==> src/rtl/pot_gain_seq.sv <==
// pot_gain_seq: periodic sweep squaring six slider readings through one shared shift-add multiplier.
// Results are gathered in shadow registers and published together with a one-cycle upd pulse.
module pot_gain_seq #(
    parameter int REFRESH_CYC = 1024
) (
    input  logic        clk,
    input  logic        rst_n,
    input  logic [11:0] POT_LP,
    input  logic [11:0] POT_B1,
    input  logic [11:0] POT_B2,
    input  logic [11:0] POT_B3,
    input  logic [11:0] POT_HP,
    input  logic [11:0] VOLUME,
    input  logic        frz,
    output logic [11:0] GAIN_LP,
    output logic [11:0] GAIN_B1,
    output logic [11:0] GAIN_B2,
    output logic [11:0] GAIN_B3,
    output logic [11:0] GAIN_HP,
    output logic [11:0] GAIN_VOL,
    output logic        busy,
    output logic        upd
);
    localparam int CW = $clog2(REFRESH_CYC);

    typedef enum logic [1:0] {IDLE, LOAD, MULT, DONE} state_t;

    state_t           state_q, state_d;
    logic [CW-1:0]    cnt_q, cnt_d;
    logic [5:0][11:0] snap_q, snap_d;
    logic [5:0][11:0] shad_q, shad_d;
    logic [5:0][11:0] gain_q, gain_d;
    logic [2:0]       ch_q, ch_d;
    logic [3:0]       bit_q, bit_d;
    logic [23:0]      mcand_q, mcand_d;
    logic [23:0]      acc_q, acc_d, acc_sum;
    logic [11:0]      mplier_q, mplier_d;
    logic             upd_q, upd_d;
    logic             tick, start, last_bit, last_ch;

    assign tick     = cnt_q == CW'(REFRESH_CYC - 1);
    assign start    = state_q == IDLE && tick && !frz;
    assign last_bit = bit_q == 4'd11;
    assign last_ch  = ch_q == 3'd5;

    always_ff @(posedge clk) begin
        if (!rst_n) state_q <= IDLE;
        else        state_q <= state_d;
    end

    always_comb begin
        state_d = state_q;
        unique case (state_q)
            IDLE:    state_d = start ? LOAD : IDLE;
            LOAD:    state_d = MULT;
            MULT:    state_d = last_bit ? (last_ch ? DONE : LOAD) : MULT;
            default: state_d = IDLE;
        endcase
    end

    always_comb begin
        busy = state_q != IDLE;
    end

    always_comb begin
        cnt_d    = tick ? '0 : cnt_q + CW'(1);
        snap_d   = start ? {VOLUME, POT_HP, POT_B3, POT_B2, POT_B1, POT_LP} : snap_q;
        shad_d   = shad_q;
        gain_d   = state_q == DONE ? shad_q : gain_q;
        ch_d     = start ? 3'd0 : ch_q;
        bit_d    = bit_q;
        mcand_d  = mcand_q;
        mplier_d = mplier_q;
        acc_d    = acc_q;
        acc_sum  = acc_q + (mplier_q[0] ? mcand_q : 24'd0);
        upd_d    = state_q == DONE;
        if (state_q == LOAD) begin
            mcand_d  = {12'd0, snap_q[ch_q]};
            mplier_d = snap_q[ch_q];
            acc_d    = '0;
            bit_d    = '0;
        end
        // one multiplier bit per cycle, LSB first; the final partial sum is the full product
        if (state_q == MULT) begin
            acc_d    = acc_sum;
            mcand_d  = mcand_q << 1;
            mplier_d = mplier_q >> 1;
            bit_d    = bit_q + 4'd1;
            if (last_bit) begin
                shad_d[ch_q] = acc_sum[23:12];
                ch_d         = ch_q + 3'd1;
            end
        end
    end

    always_ff @(posedge clk) begin
        if (!rst_n) begin
            cnt_q    <= '0;
            snap_q   <= '0;
            shad_q   <= '0;
            gain_q   <= '0;
            ch_q     <= '0;
            bit_q    <= '0;
            mcand_q  <= '0;
            mplier_q <= '0;
            acc_q    <= '0;
            upd_q    <= 1'b0;
        end else begin
            cnt_q    <= cnt_d;
            snap_q   <= snap_d;
            shad_q   <= shad_d;
            gain_q   <= gain_d;
            ch_q     <= ch_d;
            bit_q    <= bit_d;
            mcand_q  <= mcand_d;
            mplier_q <= mplier_d;
            acc_q    <= acc_d;
            upd_q    <= upd_d;
        end
    end

    assign GAIN_LP  = gain_q[0];
    assign GAIN_B1  = gain_q[1];
    assign GAIN_B2  = gain_q[2];
    assign GAIN_B3  = gain_q[3];
    assign GAIN_HP  = gain_q[4];
    assign GAIN_VOL = gain_q[5];
    assign upd      = upd_q;
endmodule

==> config.mk <==
export PLATFORM = sky130hd
export DESIGN_NAME = pot_gain_seq
export DESIGN_NICKNAME = d
export VERILOG_FILES = /design/src/rtl/pot_gain_seq.sv
export SDC_FILE = /design/constraint.sdc
export NUM_CORES = 1
export LEC_CHECK = 0
export ABC_CLOCK_PERIOD_IN_PS = 7300
export BUFFER_PORTS_ARGS = -buffer_cell sky130_fd_sc_hd__buf_2
export CAP_MARGIN = 15
export CORE_ASPECT_RATIO = 1.4
export CORE_MARGIN = 2
export CORE_UTILIZATION = 63
export CTS_CLUSTER_DIAMETER = 30
export DETAILED_ROUTE_END_ITERATION = 10
export PLACE_DENSITY = 0.95
export SLEW_MARGIN = 20
export SYNTH_ARGS = -nofsm -noshare
export SYNTH_HDL_FRONTEND = slang
export SYNTH_SLANG_ARGS = --single-unit
==> constraint.sdc <==
create_clock -name clk -period 7.3 [get_ports clk]
set_input_delay 0.365 -clock clk [delete_from_list [all_inputs] [get_ports clk]]
set_output_delay 0.365 -clock clk [all_outputs]
set_load 0.05 [all_outputs]
Yosys cells after proc, flatten, opt, wreduce, memory -nomap -nowiden
Cells that the tools add are included.
W data, S select, Z words.
{ "totals": {"input_bits": 75, "wordCells": 72, "out_inout_bits": 74, "regBits": 296} }
{ "classes": {"n_mux": 21, "n_eq_ne": 6, "addsub": 4, "order_cmp": 2, "reduce_logical": 10, "bitwise": 1} }
{ "op_table": {"columns": ["operator", "n"], "rows": [
  ["$mux W24", 5],
  ["$bwmux W72", 1],
  ["$bmux W12 S3", 1],
  ["$demux W12 S3", 1],
  ["$add A24 B24 Y24", 1],
  ["$mux W12", 2],
  ["$mux W11", 2],
  ["$add A10 B1 Y10 const B", 1],
  ["$eq A10 B10 Y1 const B", 1],
  ["$mux W3", 3],
  ["$mux W4", 2],
  ["$pmux W2 S3", 1],
  ["$add A4 B1 Y4 const B", 1],
  ["$eq A2 B2 Y1 const B", 2],
  ["$eq A4 B4 Y1 const B", 1],
  ["$lt A3 B4 Y1 const B", 1],
  ["$mux W2", 2],
  ["$reduce_bool A2 Y1", 2],
  ["$reduce_or A2 Y1", 2],
  ["$add A3 B1 Y3 const B", 1],
  ["$eq A3 B3 Y1 const B", 1],
  ["$ge A3 B1 Y1 const B", 1],
  ["$logic_and A1 B1 Y1", 3],
  ["$eq A2 B1 Y1 const B", 1],
  ["other kinds (5)", 5]
]} }

Longest topological paths before layout
Gate-level depths: netlist of run 1.
{ "logic_depth": {"word_depth": 6, "mapped_depth": 10, "mapped_depth_nobuf": 10} }

Least setup slack after synthesis of run 1
No wires, ideal clock.
{ "synth_path": {"path_kind": "reg-to-reg", "startpoint": "reg mplier_q[0]", "endpoint": "reg shad_q[20] (netlist bit)", "path_slack_ns": 4.777, "setup_ns": 0.106, "stages_incl_launch_ff": 11, "arrival_ns": 2.417, "period_less_slack_ns": 2.523, "path_buffers": 0, "t_required_ns": 7.194, "cell_sequence": "dfxtp_1 > and2_1 > ha_1 > inv_1 > fa_1 > and2b_1 > o2111ai_2 > a21oi_2 > o211ai_2 > and2_4 > o311ai_0"} }
{ "synth_between": {"elab_chain_len": 3} }
{ "synth_rtl": {"columns": ["element", "line", "rtl"], "rows": [
  ["from (decl)", "37", "logic [11:0] mplier_q, mplier_d;"],
  ["from (signal assigned)", "116", "mplier_q <= mplier_d;"],
  ["$mux W24", "75", "acc_sum = acc_q + (mplier_q[0] ? mcand_q : 24'd0);"],
  ["$add A24 B24 Y24", "75", null],
  ["$bwmux W72", "90", "shad_d[ch_q] = acc_sum[23:12];"],
  ["to (signal assigned)", "100", "shad_q <= '0;"],
  ["to (signal assigned)", "111", "shad_q <= shad_d;"],
  ["to (decl)", "31", "logic [5:0][11:0] shad_q, shad_d;"]
]} }
Every way passes these cells.
A chain may end at the register's enable or synchronous reset.

Worst setup path in the final report of run 1
{ "layout_path": {"startpoint": "reg mplier_q[0]", "endpoint": "reg shad_q[56] (netlist bit)"} }
Same word-level chain as after synthesis.

==> results of run 1 <==
## layout make-up
class	count	area, um2	area share (%)
well taps	260	325	2.07
inverters	25	93.8	0.596
clock buffers	58	1210	7.70
multi-input cells	1098	7130	45.3
clock inverters	19	236	1.50
flip-flops and latches	296	5930	37.7
repair buffers	156	807	5.13
## worst max-delay path, cell delays in order (launching register included)
cell and delay, ns:
dfxtp_1 0.70, and2_1 0.24, ha_1 0.22, inv_1 0.07
fa_1 0.37, and2b_1 0.28, o2111ai_2 0.14, a21oi_2 0.42
o211ai_2 0.26, and2_4 0.26, o311ai_0 0.52
## routing by layer
| layer | routed length, um | track usage (%) |
|---|---|---|
| met5 | 0 | 0 |
| met4 | 2460 | 20.8 |
| met3 | 2490 | 5.46 |
| met2 | 18800 | 58.4 |
| met1 | 13700 | 35.3 |
## synthesized netlist by cell type (all sizes together) (2+ instances only)
| master | n |
|---|---|
| dfxtp | 296 |
| nand2 | 232 |
| a21boi | 105 |
| nand3 | 105 |
| nor2b | 96 |
| o21ai | 91 |
| mux2i | 88 |
| clkbuf | 75 |
| a21oi | 54 |
| and2 | 42 |
| nor2 | 42 |
| ha | 31 |
| buf | 30 |
| inv | 25 |
| nand2b | 22 |
| o31ai | 22 |
| and3 | 16 |
| o22ai | 16 |
| o311ai | 12 |
| xnor2 | 12 |
| mux4 | 10 |
| o211ai | 10 |
| o21a | 10 |
| nor3 | 8 |
| xor2 | 8 |
| a21o | 6 |
| or3 | 6 |
| nand4 | 5 |
| a211oi | 4 |
| and4 | 4 |
| nor4 | 4 |
| o211a | 3 |
| or2 | 3 |
| a2111oi | 2 |
| a211o | 2 |
| a22oi | 2 |
| a32o | 2 |
| and2b | 2 |
| nand3b | 2 |
| nor3b | 2 |
| o2111ai | 2 |
| o31a | 2 |
| or4 | 2 |
## worst max-delay path by stage
stage / endpoint / slack [ns] / cells after the start
after floorplan: shad_q[20] / 4.78 / 10
after global placement: shad_q[40] / 4.03 / 10
after detailed placement: shad_q[40] / 3.91 / 10
after CTS: shad_q[56] / 3.74 / 10
after global routing: shad_q[56] / 3.46 / 10
final: shad_q[56] / 3.65 / 10
## logic make-up (layout without fill, tap and decap cells)
logic type / after synthesis / in the layout / share of synthesized area (%)
AND/OR/NAND/NOR: 594 / 594 / 21.7
AO/OA/AOI/OAI: 354 / 354 / 18.1
flip-flops: 296 / 296 / 43.7
buffers and inverters: 130 / 258 / 3.85
multiplexers: 98 / 98 / 8.18
adder cells (fa/ha/maj): 32 / 32 / 3.01
XOR/XNOR: 20 / 20 / 1.46
## where the power goes
group          total [uW]  leakage (uW)  internal, uW  switching [uW]
Sequential           1620       0.00238          1620            1.30
Clock                2050      0.000706          1260             793
Combinational        62.0       0.00264          30.6            31.5
Total                3730       0.00573          2910             825
## metrics by stage
| step | util, % | std cells | hold slack (ns) |
|---|---|---|---|
| after floorplan | - | 1524 | 0.426 |
| after detailed placement | 67.6 | 1835 | 0.448 |
| after CTS | 74.5 | 1912 | 0.0794 |
| after global placement | 67.6 | 1835 | 0.441 |
| final | 74.5 | 1912 | 0.0877 |
| after global routing | 74.5 | 1912 | 0.0952 |
## flip-flops by register name, summed over array words and instances, names as in the netlist, 24 cells and up
| register | flops |
|---|---|
| mcand_q | 24 |
| snap_q | 72 |
| shad_q | 72 |
| acc_q | 24 |
==> results.sh, run 1 <==
export IMPL_status="finished, final reports clean"
export IMPL_drt_iter0_drc=1164
export IMPL_gr_total_overflow=0
export IMPL_hold_path_depth=3
export IMPL_crit_start="mplier_q[0]"
export IMPL_setup_viol=0
export IMPL_critPathRequiredTime_ns=7.68
export IMPL_root_buffer="clkbuf_16"
export IMPL_ant_nets=0
export IMPL_ys_types=77
export IMPL_synthArstFlopShare_pct=0
export IMPL_grt_usage_pct=32.6
export IMPL_ys_warnings_count=0
export IMPL_postCtsHoldBufs=0
export IMPL_cts_htree_levels=2
export IMPL_drive_above_1_share_pct=16.4
export IMPL_final_common_cell="dfxtp_1"
export IMPL_timing_hold_worst_endpoint="snap_q[50]"
export IMPL_fin_area_um2=15700
export IMPL_fmax_mhz=274
export IMPL_path_max_fanout=25
export IMPL_viasPerCell=6.21
export IMPL_drv_slew=0
export IMPL_clk_latency_ns=0.55
export IMPL_hold_violations=0
export IMPL_r2r_start="mplier_q[0]"
export IMPL_cts_resized=0
export IMPL_worst_slew_pin_slew_ns=1.15
export IMPL_most_common_layout_cells="dfxtp_1 (295), nand2_1 (232), buf_2 (147), nand3_1 (105), a21boi_0 (102)"
export IMPL_post_cts_repair_setup_buffers=0
export IMPL_critPathKind="flip-flop to flip-flop"
export IMPL_cts_made_buffers=42
export IMPL_min_delay_start="POT_HP[2]"
export IMPL_max_cap_violations=0
export IMPL_setup_ws_ns=3.65
export IMPL_syn_inst=1524
export IMPL_syn2layout_area_growth_pct=16.0
export IMPL_diodes=0
export IMPL_clk_pin_slew_ns=0.06
export IMPL_min_period_ns=3.65
export IMPL_grt_pass1_wl_um=59600
export IMPL_synth_edf_count=0
export IMPL_crit_path_end_kind="flip-flop"
export IMPL_gp_congestion=0.934
export IMPL_ys_seq_area_share_pct=43.7
export IMPL_regToRegSetupSlack_ns=3.65
export IMPL_wl_per_cell_um=19.6
export IMPL_fillers=1358
export IMPL_core_um2=21100
export IMPL_die_area_um2=22700
export IMPL_die_x_um=128
export IMPL_cts_tree="yes"
export IMPL_first_pass_iters=5
export IMPL_synth_top_area_share_pct=43.7
export IMPL_vias=11900
export IMPL_grt_setup_unrepaired="false"
export IMPL_syn_nets=1631
export IMPL_die_h_um=178
export IMPL_finalWirelength_um=37400
export IMPL_cts_max_path_buffers=3
export IMPL_post_synth_top_area_cell="dfxtp_1"
export IMPL_place_hpwl_um=23100
export IMPL_postPlaceCellArea_um2=14300
export IMPL_cts_sinks=296
export IMPL_syn_cell_area_um2=13600
export IMPL_port_buffers=148
export IMPL_peakVddDrop_mv=0.228
export IMPL_total_power_uw=3730
export IMPL_reg2regPathDepth=10
export IMPL_avgSynthCellArea_um2=8.90
export IMPL_dp_slack_ns=3.91
export IMPL_rows=63
export IMPL_rr_endpoint="shad_q[56]"
export IMPL_p_leak_uw=0.00573
export IMPL_initial_core_util_pct=64.2
export IMPL_antenna_found_initial=0
export IMPL_grt_max_degree=162
export IMPL_worstPathArrival_ns=4.03
export IMPL_nets=1726
export IMPL_grt_pass1_vias=11800
export IMPL_power_density_nw_per_um2=237
export IMPL_ys_top_cells_by_area="dfxtp_1 (44%), mux2i_1 (6.4%), nand2_1 (6.4%)"
export IMPL_hold_class="input port to flip-flop"
export IMPL_tns_ns=0
export IMPL_design_portCount=149
export IMPL_max_slew_margin_pct=23.0
export IMPL_crit_path_start_kind="flip-flop"
export IMPL_period_share_pct=50.1
export IMPL_synthFlopType="dfxtp_1"
export IMPL_synth_seq_cells=296
export IMPL_finClkSkew_ns=0.0282
export IMPL_drcViolationCount=0
Note: power is estimated with default switching activity, not from simulation.
==> run 2: changes to the inputs <==
--- a/config.mk
+++ b/config.mk
@@ -5,15 +5,16 @@
 export SDC_FILE = /design/constraint.sdc
 export NUM_CORES = 1
 export LEC_CHECK = 0
-export ABC_CLOCK_PERIOD_IN_PS = 7300
+export ABC_AREA = 1
+export ABC_CLOCK_PERIOD_IN_PS = 3200
 export BUFFER_PORTS_ARGS = -buffer_cell sky130_fd_sc_hd__buf_2
 export CAP_MARGIN = 15
 export CORE_ASPECT_RATIO = 1.4
 export CORE_MARGIN = 2
-export CORE_UTILIZATION = 63
+export CORE_UTILIZATION = 53
 export CTS_CLUSTER_DIAMETER = 30
 export DETAILED_ROUTE_END_ITERATION = 10
-export PLACE_DENSITY = 0.95
+export PLACE_DENSITY = 0.87
 export SLEW_MARGIN = 20
 export SYNTH_ARGS = -nofsm -noshare
 export SYNTH_HDL_FRONTEND = slang
==> constraint.sdc (replaced) <==
create_clock -name clk -period 3.2 [get_ports clk]
set_input_delay 0.16 -clock clk [delete_from_list [all_inputs] [get_ports clk]]
set_output_delay 0.16 -clock clk [all_outputs]
set_load 0.05 [all_outputs]
==> run 2 against run 1 <==
  * Flip-flop and latch count did not move
  * Clock power is 130% higher
  * Global-route usage is 2.9 points lower
  * Synthesized cell count grew 25%
  * Highest routed layer unchanged
  * Clock skew increased by 0.010 ns
  * Combinational power rose to 3.3 times the previous value
  * Critical path depth grew 2
  * Utilization is 7.9 points lower
  * Cell count rose by 29%
  * Via count grew 14%
  * Sequential power increased by 130%
==> results.sh, run 2 <==
export IMPL_critical_path_cell_chain="ha_1, nand2_2, nor2_2, nand3_2, nor2_2, nand2_1, nor2_2, nand2_1, nor2_4, clkinv_2, nor2_1, nor2_1"
export IMPL_final_common_cell="nand2_1"
export IMPL_antenna_found_initial=3
export IMPL_wl_per_cell_um=16.5
export IMPL_cts_htree_levels=2
export IMPL_root_buffer="clkbuf_16"
export IMPL_cpPeakStageDelay_ns=0.69
export IMPL_rr_endpoint="snap_q[39]"
export IMPL_port_buffers=148
export IMPL_reg2regPathDepth=12
export IMPL_critPathKind="flip-flop to flip-flop"
export IMPL_grt_pass1_wl_um=64300
export IMPL_peakVddDrop_mv=0.560
export IMPL_grt_setup_unrepaired="false"
export IMPL_die_area_um2=26500
export IMPL_ys_types=38
export IMPL_fin_area_um2=16400
export IMPL_p_leak_uw=0.00759
export IMPL_die_x_um=138
export IMPL_synth_edf_count=0
export IMPL_min_period_ns=2.90
export IMPL_post_cts_repair_setup_buffers=0
export IMPL_power_density_nw_per_um2=522
export IMPL_ys_top_cells_by_area="dfxtp_1 (44%), nand2_1 (10%), inv_1 (9.9%)"
export IMPL_critPathRequiredTime_ns=3.61
export IMPL_drcViolationCount=0
export IMPL_drv_slew=0
export IMPL_grt_usage_pct=29.7
export IMPL_grt_pass1_vias=13000
export IMPL_most_common_layout_cells="nand2_1 (358), inv_1 (350), dfxtp_1 (296), nor2_1 (217), a21oi_1 (152)"
export IMPL_cpMostUsedCell="nor2_2"
export IMPL_core_um2=24700
export IMPL_crit_path_end_kind="flip-flop"
export IMPL_place_hpwl_um=25100
export IMPL_design_portCount=149
export IMPL_fmax_mhz=344
export IMPL_synth_seq_cells=296
export IMPL_synth_top_area_share_pct=44.4
export IMPL_cts_sinks=296
export IMPL_crit_path_start_kind="flip-flop"
export IMPL_vias=13500
export IMPL_syn_inst=1912
export IMPL_clk_pin_slew_ns=0.06
export IMPL_viasPerCell=5.48
export IMPL_max_cap_violations=0
export IMPL_cts_made_buffers=42
export IMPL_synthArstFlopShare_pct=0
export IMPL_avgSynthCellArea_um2=6.97
export IMPL_grt_max_degree=137
export IMPL_finalWirelength_um=40600
export IMPL_setup_ws_ns=0.297
export IMPL_synth_common_cells="nand2_1 (359), inv_1 (351), dfxtp_1 (296)"
export IMPL_synth_most_common_cell="nand2_1"
export IMPL_max_slew_margin_pct=36.6
export IMPL_crit_path_top_delay_cell="clkinv_2"
export IMPL_first_pass_iters=9
export IMPL_period_share_pct=90.7
export IMPL_setup_viol=0
export IMPL_rows=68
export IMPL_cts_tree="yes"
export IMPL_finClkSkew_ns=0.0387
export IMPL_drt_iter0_drc=1064
export IMPL_syn2layout_area_growth_pct=23.1
export IMPL_cts_max_path_buffers=3
export IMPL_drive_above_1_share_pct=11.9
export IMPL_syn_nets=2019
export IMPL_r2r_start="cnt_q[0]"
export IMPL_ant_nets=0
export IMPL_timing_hold_worst_endpoint="state_q[0]"
export IMPL_gr_total_overflow=0
export IMPL_hold_path_depth=4
export IMPL_clk_latency_ns=0.55
export IMPL_worst_slew_pin_slew_ns=0.951
export IMPL_hold_class="input port to flip-flop"
export IMPL_top_regs="shad_q x72, snap_q x72"
export IMPL_status="finished, final reports clean"
export IMPL_regToRegSetupSlack_ns=0.30
export IMPL_path_max_fanout=72
export IMPL_tns_ns=0
export IMPL_dp_slack_ns=0.469
export IMPL_ys_warnings_count=0
export IMPL_die_h_um=192
export IMPL_hold_violations=0
export IMPL_initial_core_util_pct=54.0
export IMPL_gp_congestion=0.945
export IMPL_post_synth_top_area_cell="dfxtp_1"
export IMPL_postPlaceCellArea_um2=14200
export IMPL_synthFlopType="dfxtp_1"
export IMPL_ys_seq_area_share_pct=44.4
export IMPL_syn_cell_area_um2=13300
export IMPL_worstPathArrival_ns=3.31
export IMPL_nets=2217
export IMPL_min_delay_start="frz"
run 2: worst max-delay path by stage:
stage / start / to / slack (ns)
after floorplan: mplier_q[0] / shad_q[16] / 1.03
after global placement: mplier_q[0] / acc_q[15] / 0.51
after detailed placement: mplier_q[0] / acc_q[15] / 0.47
after CTS: mplier_q[0] / acc_q[15] / 0.47
after global routing: cnt_q[0] / snap_q[36] / 0.06
final: cnt_q[0] / snap_q[39] / 0.30
run 2: final cells by class:
class,count,area [um2]
Clock inverter,25,292
Clock buffer,52,1150
Fill cell,1980,8250
Inverter,359,1350
Multi-Input combinational cell,1170,5670
Antenna cell,3,7.51
Tap cell,315,394
Sequential cell,296,5930
Timing Repair Buffer,241,1630
run 2: worst max-delay path, delay by kind of cell, from the launching register on:
kind,cells,cell delay (ns)
simple gates,10,1.43
flops,1,0.39
buf+inv,1,0.69
fa+ha+maj,1,0.20
run 2: kinds of logic after synthesis:
family / after synthesis / synth area share [%]
buffers and inverters: 446 / 13.1
adders and majority gates: 32 / 3.06
xor gates and xnor gates: 4 / 0.263
and+or+nand+nor: 718 / 21.9
DFF: 296 / 44.4
AOI/OAI and AO/OA: 416 / 17.2
run 2: per-stage QoR:
step	util, %	total power [uW]	instances	hold WS, ns
floorplan	-	3830	1912	0.295
global placement	57.8	3900	2309	0.383
detailed placement	57.8	3900	2309	0.388
CTS	66.5	8570	2458	0.0300
global route	66.6	8740	2461	0.0999
finish	66.6	8570	2461	0.0646
run 2: repair_timing:
item / in CTS / in global routing
hold buffers: 72 / 0
hold endpoints to repair: 72 / 0
resized for setup: 0 / 0
run 2: report_power, final:
| part | total [uW] | switching, uW | internal, uW |
|---|---|---|---|
| Sequential | 3690 | 3.12 | 3690 |
| Combinational | 204 | 100 | 104 |
| Clock | 4670 | 1820 | 2860 |
| Total | 8570 | 1920 | 6650 |
run 2: layer usage:
layer / GRT usage (%) / wire, um / vias to the layer above
li1: - / - / 6467
met5: 0 / 0 / -
met3: 4.59 / 2840 / 199
met1: 30.7 / 14300 / 6121
met4: 21.8 / 3180 / 0
met2: 54.4 / 20300 / 705
==> run 3: changes to the inputs <==
--- a/config.mk
+++ b/config.mk
@@ -8,9 +8,7 @@
 export ABC_AREA = 1
 export ABC_CLOCK_PERIOD_IN_PS = 3200
 export BUFFER_PORTS_ARGS = -buffer_cell sky130_fd_sc_hd__buf_2
-export CAP_MARGIN = 15
 export CORE_ASPECT_RATIO = 1.4
-export CORE_MARGIN = 2
 export CORE_UTILIZATION = 53
 export CTS_CLUSTER_DIAMETER = 30
 export DETAILED_ROUTE_END_ITERATION = 10
==> constraint.sdc (replaced) <==
create_clock -name clk -period 3.2 [get_ports clk]
set_input_delay 0.16 -clock clk [delete_from_list [all_inputs] [get_ports clk]]
set_output_delay 0.16 -clock clk [all_outputs]
set_load 0.1 [all_outputs]
==> run 3 against run 2 <==
  * Register-to-register slack better by 0.04 ns
  * Clock skew shrank 0.0065 ns
  * Critical path depth grew 2
  * Via count hardly changed
  * Clock power up 5.8%
  * Hold slack worse by 0.029 ns
  * Cell count unchanged
  * Sequential share of layout area down 0.19 points
  * Flip-flop and latch count is the same
  * Sequential power about the same
  * Critical path type unchanged
==> results.sh, run 3 (synthesized netlist as in run 2, its figures left out) <==
export IMPL_critPathRequiredTime_ns=3.70
export IMPL_most_common_layout_cells="nand2_1 (358), inv_1 (350), dfxtp_1 (296), nor2_1 (217), a21oi_1 (152)"
export IMPL_finalWirelength_um=41200
export IMPL_clk_pin_slew_ns=0.06
export IMPL_rows=68
export IMPL_fillers=1983
export IMPL_hold_class="input port to flip-flop"
export IMPL_dp_cells=2312
export IMPL_max_cap_violations=0
export IMPL_port_buffers=148
export IMPL_regToRegSetupSlack_ns=0.33
export IMPL_top_regs="shad_q x72, snap_q x72"
export IMPL_finClkSkew_ns=0.0322
export IMPL_cpMostUsedCell="nand2_1"
export IMPL_min_period_ns=2.87
export IMPL_p_switching_uw=1970
export IMPL_die_h_um=190
export IMPL_core_um2=24700
export IMPL_cts_tree="yes"
export IMPL_cts_max_path_buffers=3
export IMPL_syn2layout_area_growth_pct=23.8
export IMPL_final_common_cell="nand2_1"
export IMPL_fin_util_pct=66.9
export IMPL_seq_power_share_pct=41.8
export IMPL_cts_htree_levels=2
export IMPL_power_frac_comb_pct=2.3
export IMPL_design_portCount=149
export IMPL_internal_power_uw=6870
export IMPL_drive_above_1_share_pct=12.2
export IMPL_antenna_found_initial=1
export IMPL_clockPowerShare_pct=55.9
export IMPL_cpPeakStageDelay_ns=0.64
export IMPL_vias=13500
export IMPL_max_slew_margin_pct=31.0
export IMPL_cts_resized=0
export IMPL_crit_path_top_delay_cell="nor2_1"
export IMPL_nets=2220
export IMPL_post_cts_repair_setup_buffers=0
export IMPL_final_cells=2461
export IMPL_wl_per_cell_um=16.7
export IMPL_clk_latency_ns=0.56
export IMPL_die_area_um2=25800
export IMPL_path_max_fanout=23
export IMPL_grt_usage_pct=31.8
export IMPL_fmax_mhz=349
export IMPL_gp_congestion=0.928
export IMPL_tns_ns=0
export IMPL_critPathKind="flip-flop to flip-flop"
export IMPL_critical_path_cell_chain="buf_4, nand2_1, inv_1, ha_1, nand2_1, nor2_1, nand3_1, nand2_1, nand2_1, nand2_1, nor2_1, nor2_1, o21ai_0, inv_1"
export IMPL_hold_violations=0
export IMPL_drv_slew=0
export IMPL_multi_input_area_um2=5670
export IMPL_grt_pass1_vias=13400
export IMPL_status="finished, final reports clean"
export IMPL_initial_core_util_pct=54.0
export IMPL_viasPerCell=5.49
export IMPL_power_density_nw_per_um2=535
export IMPL_ant_nets=0
export IMPL_crit_path_end_kind="flip-flop"
export IMPL_drt_iter0_drc=947
export IMPL_grt_setup_unrepaired="false"
export IMPL_peakVddDrop_mv=0.486
export IMPL_cts_sinks=296
export IMPL_worst_slew_pin_slew_ns=1.03
export IMPL_swShare_pct=22.3
export IMPL_postCtsHoldBufs=72
export IMPL_postPlaceCellArea_um2=14300
export IMPL_root_buffer="clkbuf_16"
export IMPL_grt_max_degree=73
export IMPL_gr_total_overflow=0
export IMPL_grt_pass1_wl_um=64700
export IMPL_area_sequential_um2=5930
export IMPL_place_hpwl_um=25500
export IMPL_holdWs_ns=0.0361
export IMPL_crit_path_start_kind="flip-flop"
export IMPL_die_x_um=136
export IMPL_fin_area_um2=16500
export IMPL_p_leak_uw=0.00764
export IMPL_drcViolationCount=0
export IMPL_setup_viol=0
export IMPL_period_share_pct=89.5
export IMPL_cts_made_buffers=42
export IMPL_worstPathArrival_ns=3.37
export IMPL_first_pass_iters=5
run 3: power groups by stage:
stage / registers (uW) / logic [uW] / clock network [uW]
after floorplan: 3770 / 58.8 / 0
after global placement: 3770 / 121 / 0
after detailed placement: 3770 / 120 / 0
after CTS: 3690 / 188 / 4960
after global routing: 3690 / 212 / 5110
final: 3690 / 202 / 4940
run 3: critical path: cells and delay by family (launching register included):
family                   cells  cell delay, ns
AO/OA/AOI/OAI                1            0.19
flip-flops                   1            0.32
adder cells (fa/ha/maj)      1            0.37
buffers and inverters        3            0.35
AND/OR/NAND/NOR              9            1.59
run 3: through the flow:
stage,worst slack [ns],power (uW)
CTS,0.366,8840
global placement,0.387,3890
finish,0.335,8840
detailed placement,0.377,3890
global route,0.152,9020
floorplan,1.03,3830
run 3: cell type report:
cell class                      count  area share, %
Antenna cell                        1         0.0152
Tap cell                          315           2.39
Multi-Input combinational cell   1170           34.3
Inverter                          359           8.17
Timing Repair Buffer              244           9.94
Sequential cell                   296           35.9
Clock inverter                     29           2.45
Clock buffer                       47           6.79
run 3: final timing paths:
| check | startpoint | end | cells after the start |
|---|---|---|---|
| setup / recovery | mplier_q[0] | shad_q[39] | 14 |
| hold / removal | frz | state_q[0] | 4 |
| setup reg to reg | mplier_q[0] | shad_q[39] | 14 |
| hold reg to reg | GAIN_B1[1] | GAIN_B1[1] | 2 |
run 3: per-layer routing:
layer	track usage [%]	part of all wire (%)	wire, um
met5	0	0	0
met4	24.7	7.6	3110
met3	5.41	6.3	2580
met2	58.1	51	21100
met1	31.2	35	14400
